===== config.mk =====
export PLATFORM = sky130hd
export DESIGN_NAME = reg_wb_arbiter
export DESIGN_NICKNAME = d
export VERILOG_FILES = /design/src/rtl/reg_wb_arbiter.sv
export SDC_FILE = /design/constraint.sdc
export NUM_CORES = 1
export LEC_CHECK = 0
export BUFFER_PORTS_ARGS = -buffer_cell sky130_fd_sc_hd__buf_2
export CORE_MARGIN = 2
export CORE_UTILIZATION = 55
export DETAILED_ROUTE_END_ITERATION = 8
export GPL_TIMING_DRIVEN = 0
export PLACE_DENSITY_LB_ADDON = 0.12
export SLEW_MARGIN = 20
export SYNTH_ARGS = -nofsm -noshare
export SYNTH_HDL_FRONTEND = slang
export SYNTH_SLANG_ARGS = --single-unit

===== constraint.sdc =====
create_clock -name clk -period 4.9 [get_ports clk]
set_input_delay 0.49 -clock clk [delete_from_list [all_inputs] [get_ports clk]]
set_output_delay 0.49 -clock clk [all_outputs]
set_load 0.005 [all_outputs]

===== src/rtl/reg_wb_arbiter.sv =====
// Register-file write-port arbiter: W stage first, then a queued long-latency result, then an optional direct LU grant.
// Optional feature macro LU_BYPASS_EN grants an LU result straight through when the W stage and FIFO are idle.
module reg_wb_arbiter #(
   parameter int DEPTH    = 2,
   parameter int MAX_WAIT = 4
) (
   input  logic        clk,
   input  logic        rst,
   input  logic        w_we,
   input  logic [4:0]  w_rd,
   input  logic [31:0] w_data,
   input  logic        lu_valid,
   input  logic [4:0]  lu_rd,
   input  logic [31:0] lu_data,
   output logic        lu_ready,
   input  logic        issue_valid,
   input  logic [4:0]  issue_rd,
   output logic        rf_we,
   output logic [4:0]  rf_waddr,
   output logic [31:0] rf_wdata,
   output logic [31:0] pend,
   output logic        stall_req
);
   localparam int AW = $clog2(DEPTH);
   localparam int CW = AW + 1;
   localparam int SW = $clog2(MAX_WAIT + 1);

   typedef struct packed {
      logic [4:0]  rd;
      logic [31:0] data;
   } wb_t;

   wb_t           mem [DEPTH];
   logic [AW-1:0] wr_ptr, rd_ptr;
   logic [CW-1:0] count;
   logic [SW-1:0] wait_cnt, wait_nxt;
   logic [31:0]   pend_nxt;
   logic          w_valid, lu_keep, empty, full, deq, enq, bypass, lu_grant, grant_vld;
   wb_t           head, grant;

   always_comb begin
      w_valid = w_we && (w_rd != 5'd0);
      empty   = (count == '0);
      full    = (count == CW'(DEPTH));
      // x0 results are still handshaken so the producer moves on, but are dropped here
      lu_keep = lu_valid && !full && (lu_rd != 5'd0);
      head    = mem[rd_ptr];
      deq     = !w_valid && !empty;
`ifdef LU_BYPASS_EN
      bypass  = !w_valid && empty && lu_keep;
`else
      bypass  = 1'b0;
`endif
      enq       = lu_keep && !bypass;
      lu_grant  = deq || bypass;
      grant_vld = w_valid || lu_grant;

      grant = head;
      if (w_valid) begin
         grant.rd   = w_rd;
         grant.data = w_data;
      end else if (!deq) begin
         grant.rd   = lu_rd;
         grant.data = lu_data;
      end

      wait_nxt = wait_cnt;
      if (empty || deq)
         wait_nxt = '0;
      else if (wait_cnt != SW'(MAX_WAIT))
         wait_nxt = wait_cnt + SW'(1);

      // clear before set so an issue racing the retiring write keeps the bit
      pend_nxt = pend;
      if (lu_grant)
         pend_nxt[grant.rd] = 1'b0;
      if (issue_valid && (issue_rd != 5'd0))
         pend_nxt[issue_rd] = 1'b1;
      pend_nxt[0] = 1'b0;
   end

   assign lu_ready = !full;

   always_ff @(posedge clk) begin
      if (enq)
         mem[wr_ptr] <= '{rd: lu_rd, data: lu_data};
   end

   always_ff @(posedge clk) begin
      if (rst) begin
         rf_we     <= 1'b0;
         rf_waddr  <= '0;
         rf_wdata  <= '0;
         pend      <= '0;
         stall_req <= 1'b0;
         wr_ptr    <= '0;
         rd_ptr    <= '0;
         count     <= '0;
         wait_cnt  <= '0;
      end else begin
         rf_we <= grant_vld;
         if (grant_vld) begin
            rf_waddr <= grant.rd;
            rf_wdata <= grant.data;
         end
         if (enq)
            wr_ptr <= wr_ptr + AW'(1);
         if (deq)
            rd_ptr <= rd_ptr + AW'(1);
         count     <= count + CW'(enq) - CW'(deq);
         wait_cnt  <= wait_nxt;
         stall_req <= (wait_nxt == SW'(MAX_WAIT));
         pend      <= pend_nxt;
      end
   end
endmodule


Word level (Yosys, flattened, before mapping)
Memory sizes are Yosys's and may differ from the RTL's. A register that Yosys moved wholly into a read port is not among the register bits.
Cells that the tools add are included.
Widths: inputs -> output; s select.
Word-level totals
  flip-flop bits (word level): 78
  memory bits (writable): 74
  input port bits: 84
  output and inout port bits: 72
  word-level logic and storage cells: 56
  memories: 1
Memories
  mem: depth 2, bits a word 37, read ports 1, clocked after Yosys merged registers in 1, write ports 1, RTL line 33  | wb_t mem [DEPTH];
Operators by class
  add/subtract/negate cells: 5
  order comparisons: 4
  equal/unequal tests: 3
  multiplexer cells: 14
  bitwise operators: 3
  reductions and logical operators: 16
Operators with widths (number)
  $mux 37: 2
  $mux 32: 2
  $and 32x32->32: 1
  $not 32->32: 1
  $or 32x32->32: 1
  $reduce_bool 5->1: 3
  $lt 5x6->1 const B: 2
  $demux 1 s5: 2
  $ge 5x1->1 const B: 2
  $logic_and 1x1->1: 7
  $mux 1: 6
  $mux 3: 2
  $add 3x1->3 const B: 1
  $eq 3x3->1 const B: 1
  $logic_not 1->1: 3
  $ne 3x3->1 const B: 1
  $add 1x1->1 const B: 2
  $add 2x1->2: 1
  $eq 2x2->1 const B: 1
  $logic_not 2->1: 1
  $logic_or 1x1->1: 2
  $sub 2x1->2: 1

Logic depth before layout (Yosys ltp)
  word-level depth: 15
  mapped depth: 11
  mapped depth without buffers: 9

Worst setup path after synthesis
OpenSTA, ideal clock, no wires.
  path type: flip-flop to flip-flop
  from: register count[0]
  to: memory mem[0][0] (netlist name) (enable)
  setup time: 431 ps
  arrival: 2323 ps
  data required time: 4469 ps
  slack: 2145 ps
  stages on the path, launching flop included: 4
  buffers on the path: 0
  clock period less this slack: 2755 ps
  cells stage by stage: dfxtp_1 nand2b_1 o211ai_1 nor2_1
Between the ends
  cells in the longest elaborated chain, start to end: 6
Ends and longest elaborated chain
  from (decl): RTL line 35  | logic [CW-1:0] count;
  from (signal assigned): RTL line 110  | count <= count + CW'(enq) - CW'(deq);
  $eq 2x2->1: RTL line 44  | full = (count == CW'(DEPTH));
  $logic_not 1->1
  named net lu_ready: RTL line 15  | output logic lu_ready,
  $logic_and 1x1->1 (2 in a row): RTL line 46  | lu_keep = lu_valid && !full && (lu_rd != 5'd0);
  $mux 1: RTL line 85  | if (enq)
  $mux 1 (implied by the code): RTL line 86  | mem[wr_ptr] <= '{rd: lu_rd, data: lu_data};
  to (decl): RTL line 33
The timed path passes the listed nets, and every way through them passes these cells.

Worst setup path in the final report
  from: input w_rd[0]
  to: register count[1]
Between the ends
  cells in the longest elaborated chain, start to end: 5
Ends and longest elaborated chain
  from (decl): RTL line 10  | input logic [4:0] w_rd,
  $reduce_bool 5->1: RTL line 42  | w_valid = w_we && (w_rd != 5'd0);
  $logic_and 1x1->1: RTL line 42
  $logic_not 1->1: RTL line 48  | deq = !w_valid && !empty;
  $logic_and 1x1->1: RTL line 48
  $sub 2x1->2: RTL line 110
No other way between the ends.
A chain may end at the register's enable or synchronous reset.

==> out/qor.yml <==
run_status:
  status: "complete, no violations"
routing:
  num_vias: 5260
  vias_per_cell: 5.761
  first_pass_iters: 5
  ant_nets: 0
  drt-total-wl_um: 16530
  route.detailed.drc: 0
  wl_per_cell_um: 18.11
  dr.first_iter.drc_count: 388
yosys:
  synth_common_cells: "78 x dfxtp_1, 75 x nand2_1, 74 x edfxtp_1"
  yosysWarnings: 0
  yosysMostFrequentCell: "dfxtp_1"
  synth_cell_types: 54
  synthArstFlopShare: 0
  synth-edff-count: 74
  syn_area_per_cell_um2: 10.92
  synthCells: 583
  syn-num-nets: 671
  synthTopCellsByArea: "edfxtp_1 35%, dfxtp_1 25%, mux2i_1 5.8%"
  ys.flop_type: "dfxtp_1"
  ys_seq_elements: 152
  yosysTopAreaCellShare: 0.3489
  syn_area_mm2: 0.006369
  synth_seq_area_share: 0.5941
  yosysTopAreaCell: "edfxtp_1"
floorplanning:
  core_mm2: 0.01137
  dieArea_mm2: 0.01246
  pin_count: 156
  start_util: 0.5601
  die_w_um: 111.6
  fp-row-count: 39
  die_h_um: 111.6
clocking:
  cts_setup_buffers: 0
  ctsResizeCount: 0
  clk_latency_ps: 420
  ctsHtreeMaxLevel: 4
  cts_sinks: 152
  cts_tree: "yes"
  clock-root-buffer: "clkbuf_16"
  cts_buffers: 17
  cts_hold_buf: 0
  clkTransAtPathRegs_ps: 60
  cts_buffer_depth: 2
place:
  gp_congestion: 0.8509
  hpwl_um: 11550
  place_area_mm2: 0.007383
  portBuffers: 153
global_routing:
  grt_max_degree: 22
  antenna_found_initial: 0
  grt_use_total: 0.2701
  grt_pass1_wl_um: 26480
  gr-total-overflow: 0
  grt_pass1_vias: 5330
power:
  p_seq_frac: 0.407
  swShare: 0.3189
  p_leak_nw: 3.079
  pwr-share-comb: 0.265
  vdd_drop_max_mv: 0.2676
  powerDensity_mw_per_mm2: 487.3
  power.clock.fraction: 0.328
  p_sw_w: 0.001237
  p_int_w: 0.002643
final_layout:
  design_area_mm2: 0.007963
  multi_input_area_mm2: 0.002381
  nNetsFinal: 845
  drive_gt1_frac: 0.2909
  synthToLayoutAreaGrowth_pct: 25.03
  regArea_mm2: 0.003784
  antennaDiodeCount: 0
  fill_cells: 857
sta:
  clock.fmax_mhz: 391.0
  drv_slew: 0
  finClkSkew_ps: 10.94
  final.setup.tns_ps: 0
  period_share: 0.5219
  min_period_ps: 2557
  worstMarginPinSlew_ps: 897.3
  setup_viol: 0
  rsz0062_at_grt: "no"
  hold_violations: 0
  slew-limit-headroom: 0.3847
setup_path:
  critical_path.max_fanout: 10
  crit_arrival_ps: 2840
  reg2reg_slack_ps: 2580
  r2r.worst_path.cells: 7
  start_kind: "input pin"
  cp.required_ps: 5180
  timing.rr.end: "rf_waddr[1]"
  cp-end-kind: "flip-flop"
  worstSetupPathType: "input pin to flip-flop"
  r2r_start: "count[0]"
hold_path:
  hp-class: "input pin to flip-flop"
  min_to: "mem[0][22]"
  worstHoldStart: "lu_data[22]"
  whs_path_depth: 1
job:
  maxCapViolations: 0
[logic make-up after synthesis]
group,Yosys count,synth area share
compound gates,131,0.1436
mux,40,0.06346
fa+ha+maj,4,0.007859
simple gates,207,0.1505
buf+inv,44,0.03438
other cells,1,0.0005888
flops,152,0.5941
xor+xnor,4,0.005502
[how the worst max path moves through the flow]
stage,startpoint,depth (start not counted),endpoint
3_5_place_dp,w_rd[0],12,count[1]
4_1_cts,w_rd[0],12,count[1]
6_report,w_rd[0],12,count[1]
2_1_floorplan,count[0],3,mem[0][0]
5_1_grt,w_rd[0],12,count[1]
3_3_place_gp,lu_rd[3],4,mem[0][7]
[area by class of cell]
cell class	count	share of cell area
sequential	152	0.4752
clock inverter	15	0.01933
tap	143	0.02247
multi-input combinational	387	0.2990
timing repair buffer	155	0.1031
buffer	40	0.02561
inverter	4	0.001886
clock buffer	17	0.05343
[cell usage in the layout (no fill, tap or decap), drive strengths merged, types with 2 or more instances in the layout]
cell type,Yosys,final
buf,21,176
dfxtp,78,78
nand2,75,75
edfxtp,74,74
nor2,68,68
a21oi,43,43
o211ai,40,40
mux2i,37,37
clkbuf,19,36
a211oi,25,25
nor3,20,20
nor4,16,16
clkinv,0,9
inv,4,6
or2,5,5
a311oi,4,4
ha,4,4
nand2b,3,3
nand4bb,3,3
mux2,3,3
o31ai,3,3
xnor2,3,3
nand4b,3,3
o21ai,3,3
and2,3,3
a21o,2,2
nor3b,2,2
o2111ai,2,2
bufinv,0,2
clkinvlp,0,2
or4,2,2
and3b,2,2
[power by group through the flow]
stage	sequential (W)	clock, W	combinational [W]
after CTS	0.00158	0.00128	0.00103
after detailed placement	0.00160	0	0.00101
final	0.00158	0.00127	0.00103
after global routing	0.00159	0.00134	0.00113
after global placement	0.00160	0	0.000957
after floorplan	0.00160	0	0.000654
[sequential cells by signal, summed over array words and instances (netlist names), named ones only]
signal,cells
mem,74
rf_wdata,32
pend,31
rf_waddr,5
wait_cnt,3
count,2
rd_ptr,1
rf_we,1
stall_req,1
wr_ptr,1
[worst max-delay path: stages]
cell and delay (ps):
buf_2 110, or4_4 550, o21a_1 240, buf_4 210
clkbuf_1 240, nor2_1 150, ha_1 240, inv_1 60
ha_1 170, xor2_1 190, xnor2_1 140, nor2_1 50
[layer usage]
layer  up-vias  wire (um)  GRT usage
met4         0        269     0.1235
met2       237       8286     0.4573
li1       2509          -          -
met3        26       1170    0.05498
met1      2488       6808     0.3359
met5         -          0          0
[metrics by stage]
| step | util | cells | total power, W | hold slack, ps | setup WS [ps] |
|---|---|---|---|---|---|
| after floorplan | - | 583 | 0.002255 | 464.5 | 2145 |
| final | 0.7003 | 913 | 0.003880 | 259.6 | 2343 |
| after global placement | 0.6432 | 879 | 0.002561 | 467.6 | 1033 |
| after CTS | 0.7003 | 913 | 0.003890 | 246.4 | 2372 |
| after detailed placement | 0.6494 | 881 | 0.002613 | 479.7 | 1942 |
| after global routing | 0.7003 | 913 | 0.004064 | 241.9 | 2214 |
No activity file was read; power rests on OpenSTA's default activity.
